<file path="src/rtl/muldiv_ctrl.sv">
// Multi-cycle multiply/divide sequencer owning HI/LO for the execute stage.
// Optional macro MULDIV_EARLY_EXIT_EN: short divides (|dividend| < |divisor|) finish in one cycle.
module muldiv_ctrl #(
  parameter int MUL_CYCLES = 4,
  parameter int DIV_ITERS  = 32
) (
  input  logic        clk,
  input  logic        rst,
  input  logic        start,
  input  logic        id_valid,
  input  logic [1:0]  op,
  input  logic [31:0] src_a,
  input  logic [31:0] src_b,
  input  logic        cancel,
  input  logic        hi_we,
  input  logic        lo_we,
  input  logic [31:0] wdata,
  output logic [31:0] hi_out,
  output logic [31:0] lo_out,
  output logic        busy,
  output logic        done,
  output logic        arith_stall
);

  typedef enum logic [1:0] {S_IDLE, S_MUL, S_DIV, S_DONE} state_t;

  state_t      state;
  logic [4:0]  cnt;
  logic [63:0] prod_q;
  logic [31:0] rem_q, quo_q, dvs_q, a_q;
  logic        neg_q, neg_r, dz_q;

  logic        idle_like, accept, early;
  logic        a_neg, b_neg;
  logic [31:0] abs_a, abs_b;
  logic [63:0] a_ext, b_ext, prod_in;
  logic [32:0] trial, diff;
  logic [31:0] rem_n, quo_n, quo_fix, rem_fix, lo_res, hi_res;
  logic        mul_last, div_last;

  assign idle_like = (state == S_IDLE) || (state == S_DONE);
  assign accept    = start & id_valid & ~cancel & idle_like;
  assign arith_stall = busy | accept;

  // op[0]=0 selects the signed flavour of both MULT and DIV
  assign a_neg   = ~op[0] & src_a[31];
  assign b_neg   = ~op[0] & src_b[31];
  assign abs_a   = a_neg ? -src_a : src_a;
  assign abs_b   = b_neg ? -src_b : src_b;
  assign a_ext   = {{32{a_neg}}, src_a};
  assign b_ext   = {{32{b_neg}}, src_b};
  assign prod_in = a_ext * b_ext;

`ifdef MULDIV_EARLY_EXIT_EN
  assign early = op[1] & (abs_b != 32'd0) & (abs_a < abs_b);
`else
  assign early = 1'b0;
`endif

  // One restoring step; the dividend shifts out of quo_q as quotient bits shift in
  always_comb begin
    trial = {rem_q, quo_q[31]};
    diff  = trial - {1'b0, dvs_q};
    rem_n = trial[31:0];
    quo_n = {quo_q[30:0], 1'b0};
    if (!diff[32]) begin
      rem_n = diff[31:0];
      quo_n = {quo_q[30:0], 1'b1};
    end
  end

  assign quo_fix  = neg_q ? -quo_n : quo_n;
  assign rem_fix  = neg_r ? -rem_n : rem_n;
  assign lo_res   = dz_q ? 32'hFFFF_FFFF : quo_fix;
  assign hi_res   = dz_q ? a_q : rem_fix;
  assign mul_last = (MUL_CYCLES >= 2) && (cnt == 5'(MUL_CYCLES - 2));
  assign div_last = (cnt == 5'(DIV_ITERS - 1));

  always_ff @(posedge clk) begin
    if (rst) begin
      state  <= S_IDLE;
      cnt    <= 5'd0;
      hi_out <= 32'd0;
      lo_out <= 32'd0;
      busy   <= 1'b0;
      done   <= 1'b0;
      prod_q <= 64'd0;
      rem_q  <= 32'd0;
      quo_q  <= 32'd0;
      dvs_q  <= 32'd0;
      a_q    <= 32'd0;
      neg_q  <= 1'b0;
      neg_r  <= 1'b0;
      dz_q   <= 1'b0;
    end else begin
      case (state)
        S_IDLE, S_DONE: begin
          state <= S_IDLE;
          busy  <= 1'b0;
          done  <= 1'b0;
          if (hi_we) hi_out <= wdata;
          if (lo_we) lo_out <= wdata;
          if (accept) begin
            cnt <= 5'd0;
            if (!op[1]) begin
              prod_q <= prod_in;
              if (MUL_CYCLES == 1) begin
                state  <= S_DONE;
                done   <= 1'b1;
                hi_out <= prod_in[63:32];
                lo_out <= prod_in[31:0];
              end else begin
                state <= S_MUL;
                busy  <= 1'b1;
              end
            end else if (early) begin
              state  <= S_DONE;
              done   <= 1'b1;
              hi_out <= src_a;
              lo_out <= 32'd0;
            end else begin
              state <= S_DIV;
              busy  <= 1'b1;
              rem_q <= 32'd0;
              quo_q <= abs_a << (32 - DIV_ITERS);
              dvs_q <= abs_b;
              a_q   <= src_a;
              neg_q <= a_neg ^ b_neg;
              neg_r <= a_neg;
              dz_q  <= (src_b == 32'd0);
            end
          end
        end
        S_MUL: begin
          cnt <= (cnt == 5'h1F) ? cnt : cnt + 5'd1;
          if (cancel) begin
            state <= S_IDLE;
            busy  <= 1'b0;
          end else if (mul_last) begin
            state  <= S_DONE;
            busy   <= 1'b0;
            done   <= 1'b1;
            hi_out <= prod_q[63:32];
            lo_out <= prod_q[31:0];
          end
        end
        S_DIV: begin
          cnt <= (cnt == 5'h1F) ? cnt : cnt + 5'd1;
          if (cancel) begin
            state <= S_IDLE;
            busy  <= 1'b0;
          end else begin
            rem_q <= rem_n;
            quo_q <= quo_n;
            if (div_last) begin
              state  <= S_DONE;
              busy   <= 1'b0;
              done   <= 1'b1;
              hi_out <= hi_res;
              lo_out <= lo_res;
            end
          end
        end
        default: begin
          state <= S_IDLE;
          busy  <= 1'b0;
          done  <= 1'b0;
        end
      endcase
    end
  end

endmodule

</file>
<file path="config.mk">
export PLATFORM = sky130hd
export DESIGN_NAME = muldiv_ctrl
export DESIGN_NICKNAME = d
export VERILOG_FILES = /design/src/rtl/muldiv_ctrl.sv
export SDC_FILE = /design/constraint.sdc
export NUM_CORES = 2
export LEC_CHECK = 0
export BUFFER_PORTS_ARGS = -buffer_cell sky130_fd_sc_hd__buf_2
export CAP_MARGIN = 0
export CORE_MARGIN = 4
export CORE_UTILIZATION = 39
export DETAILED_ROUTE_END_ITERATION = 10
export HOLD_SLACK_MARGIN = 0.05
export PLACE_DENSITY_LB_ADDON = 0.1
export SYNTH_ARGS = -nofsm -noshare
export SYNTH_HDL_FRONTEND = slang
export SYNTH_SLANG_ARGS = --single-unit
</file>
<file path="constraint.sdc">
create_clock -name clk -period 22 [get_ports clk]
set_input_delay 4.4 -clock clk [delete_from_list [all_inputs] [get_ports clk]]
set_output_delay 4.4 -clock clk [all_outputs]
set_load 0.005 [all_outputs]
</file>
==> flow_summary.toml <==
[synth]
synthFlopType = "dfxtp_1"
synth-seq-area-share_pct = 9.822
postSynthAreaPerCell_sq_um = 8.466
yosys_warnings = 0
ys_seq_elements = 268
syn-cell-area_sq_um = 54620
yosysMostFrequentCell = "inv_1"
synthArstFlopShare_pct = 0
synthCells = 6452
synth.top_cells.by_count = "inv_1, fa_1, nand2_1"
synth_cell_types = 94
yosysTopAreaCell = "fa_1"
syn_nets = 7936
netlist.area_leader.share_pct = 41.27
yosys-top-cells-area = "fa_1, dfxtp_1, inv_1"
synth_edf_count = 0

[finish]
fin_nets = 7795
syn_to_final_growth_pct = 6.322
ff_latch_area_sq_um = 5365
multi_input_area_sq_um = 43320
drive_gt1_share_pct = 6.076
n_fill_cell = 14400
final_core_util_pct = 41.67

[sta]
rsz0062_at_grt = "false"
whs_ns = 0.4535
clock_skew_ns = 0.01602
tns_ns = 0
timing.final.crit_share_pct = 60.51
finalCriticalPeriod_ns = 13.31
slew_violations = 0
relSlewSlack_pct = 19.35
setup_violations = 0
worst_pin_slew_ns = 1.210
max_freq_mhz = 75.12
hold_violations = 0

[route]
vias_per_cell = 5.394
first_pass_iters = 8
wire_per_inst_um = 23.43
drtIter0Drc = 3112
vias = 44330
routed_wl_um = 192500
postRouteAntennaNets = 0
remaining_drc_errors = 0

[cts]
ctsHoldBuffers = 0
cts-resized-gates = 0
htreeDepth = 2
clk_pin_slew_ns = 0.06
cts.sinks = 268
cts_buffers = 34
post_cts_buffers = 0
clockRootBuffer = "clkbuf_16"
clockBufferDepth = 3
cts_tree = "built"
clock_latency_ns = 0.55

[floorplan]
die_y_um = 382.2
rows = 137
num_io_pins = 172
core_sq_um = 139400
die_area_sq_um = 146100
chipWidth_um = 382.2
initial_utilization_pct = 39.20

[global_route]
grt_overflow = 0
grt_pass1_vias = 46430
grt_max_degree = 81
grt_pass1_wl_um = 296300
grt_antenna_before_repair = 14
grtUsageTotal_pct = 26.61

[critical_path]
crit_required_ns = 22.47
start_kind = "input port"
end_kind = "register"
crit_fanout = 43
critPathKind = "in2reg"
cp_slowest_cell = "fa_1"
crit_top_cell = "fa_1"
arrival_ns = 13.78
slowest_delay_ns = 1.05

[place]
dp.final_hpwl_um = 145700
port_buffers = 171
gp_congestion = 0.9191

[status]
status = "finished, final reports clean"

[job]
cap_violations = 0

[hold_path]
min_path_type = "reg2reg"
## through the flow
step,cell area [sq um],std cells,setup WS [ns]
finish,58080,8219,8.688
global route,58060,8212,8.160
CTS,58060,8212,8.642
detailed placement,56890,8151,8.067
global placement,56890,8151,8.114
floorplan,54620,6452,9.455
## metal layers
layer	track usage, %	vias up	part of all wire [%]
met5	0	-	0.021
met4	8.329	6	3.8
met3	2.797	307	5.6
met2	45.42	1369	48
met1	35.62	22960	43
li1	-	19690	-
## path summary, 6_finish.rpt
check,depth (start not counted),slack (ns),from,end
max reg2reg,21,15.94,quo_q[31]$_SDFFE_PP0P_,hi_out[24]$_SDFFE_PP0P_
min reg2reg,2,0.45,a_q[10]$_SDFFE_PP0P_,a_q[10]$_SDFFE_PP0P_
min,2,0.45,a_q[10]$_SDFFE_PP0P_,a_q[10]$_SDFFE_PP0P_
max,27,8.69,src_a[31],prod_q[60]$_SDFFE_PP0P_
## sequential cells by signal (all words and copies together), names as in the netlist, 2 cells and up
register	count
a_q	32
hi_out	32
dvs_q	32
rem_q	32
quo_q	32
cnt	5
state	2
lo_out	32
prod_q	64
## worst max-delay path: cells and delay by family
kind / cells / cell delay, ns
AOI/OAI and AO/OA: 7 / 1.39
xor gates and xnor gates: 1 / 0.15
adders and majority gates: 9 / 5.11
buffers and inverters: 7 / 1.36
and+or+nand+nor: 3 / 1.30
## cells by family after synthesis
group,after synthesis,share of synthesized area [%]
buf+inv,1586,10.98
simple gates,2040,17.10
compound gates,959,11.42
mux,29,0.5451
flops,268,9.822
fa+ha+maj,1379,47.06
xor+xnor,191,3.063
## cells in the final DEF, fill, tap and decap left out, types with 169 or more instances in the layout
cell type	synthesis	final
fa_1	1126	1126
nor2_1	270	268
inv_1	1142	1141
and2_1	372	371
buf_2	11	170
a21oi_1	356	355
dfxtp_1	268	268
o21ai_0	169	169
nand2_1	1091	1090
ha_1	253	251
## area by class of cell
cell class,count,area share [%]
inverter,1144,7.394
antenna,7,0.03016
sequential,268,9.238
tap,1876,4.042
multi-input combinational,4598,74.58
clock inverter,17,0.3382
timing repair buffer,265,2.704
clock buffer,44,1.670
Power is left out: the tool's default activity adds up to more than one toggle a clock period on the data nets, which glitch-free logic cannot reach.
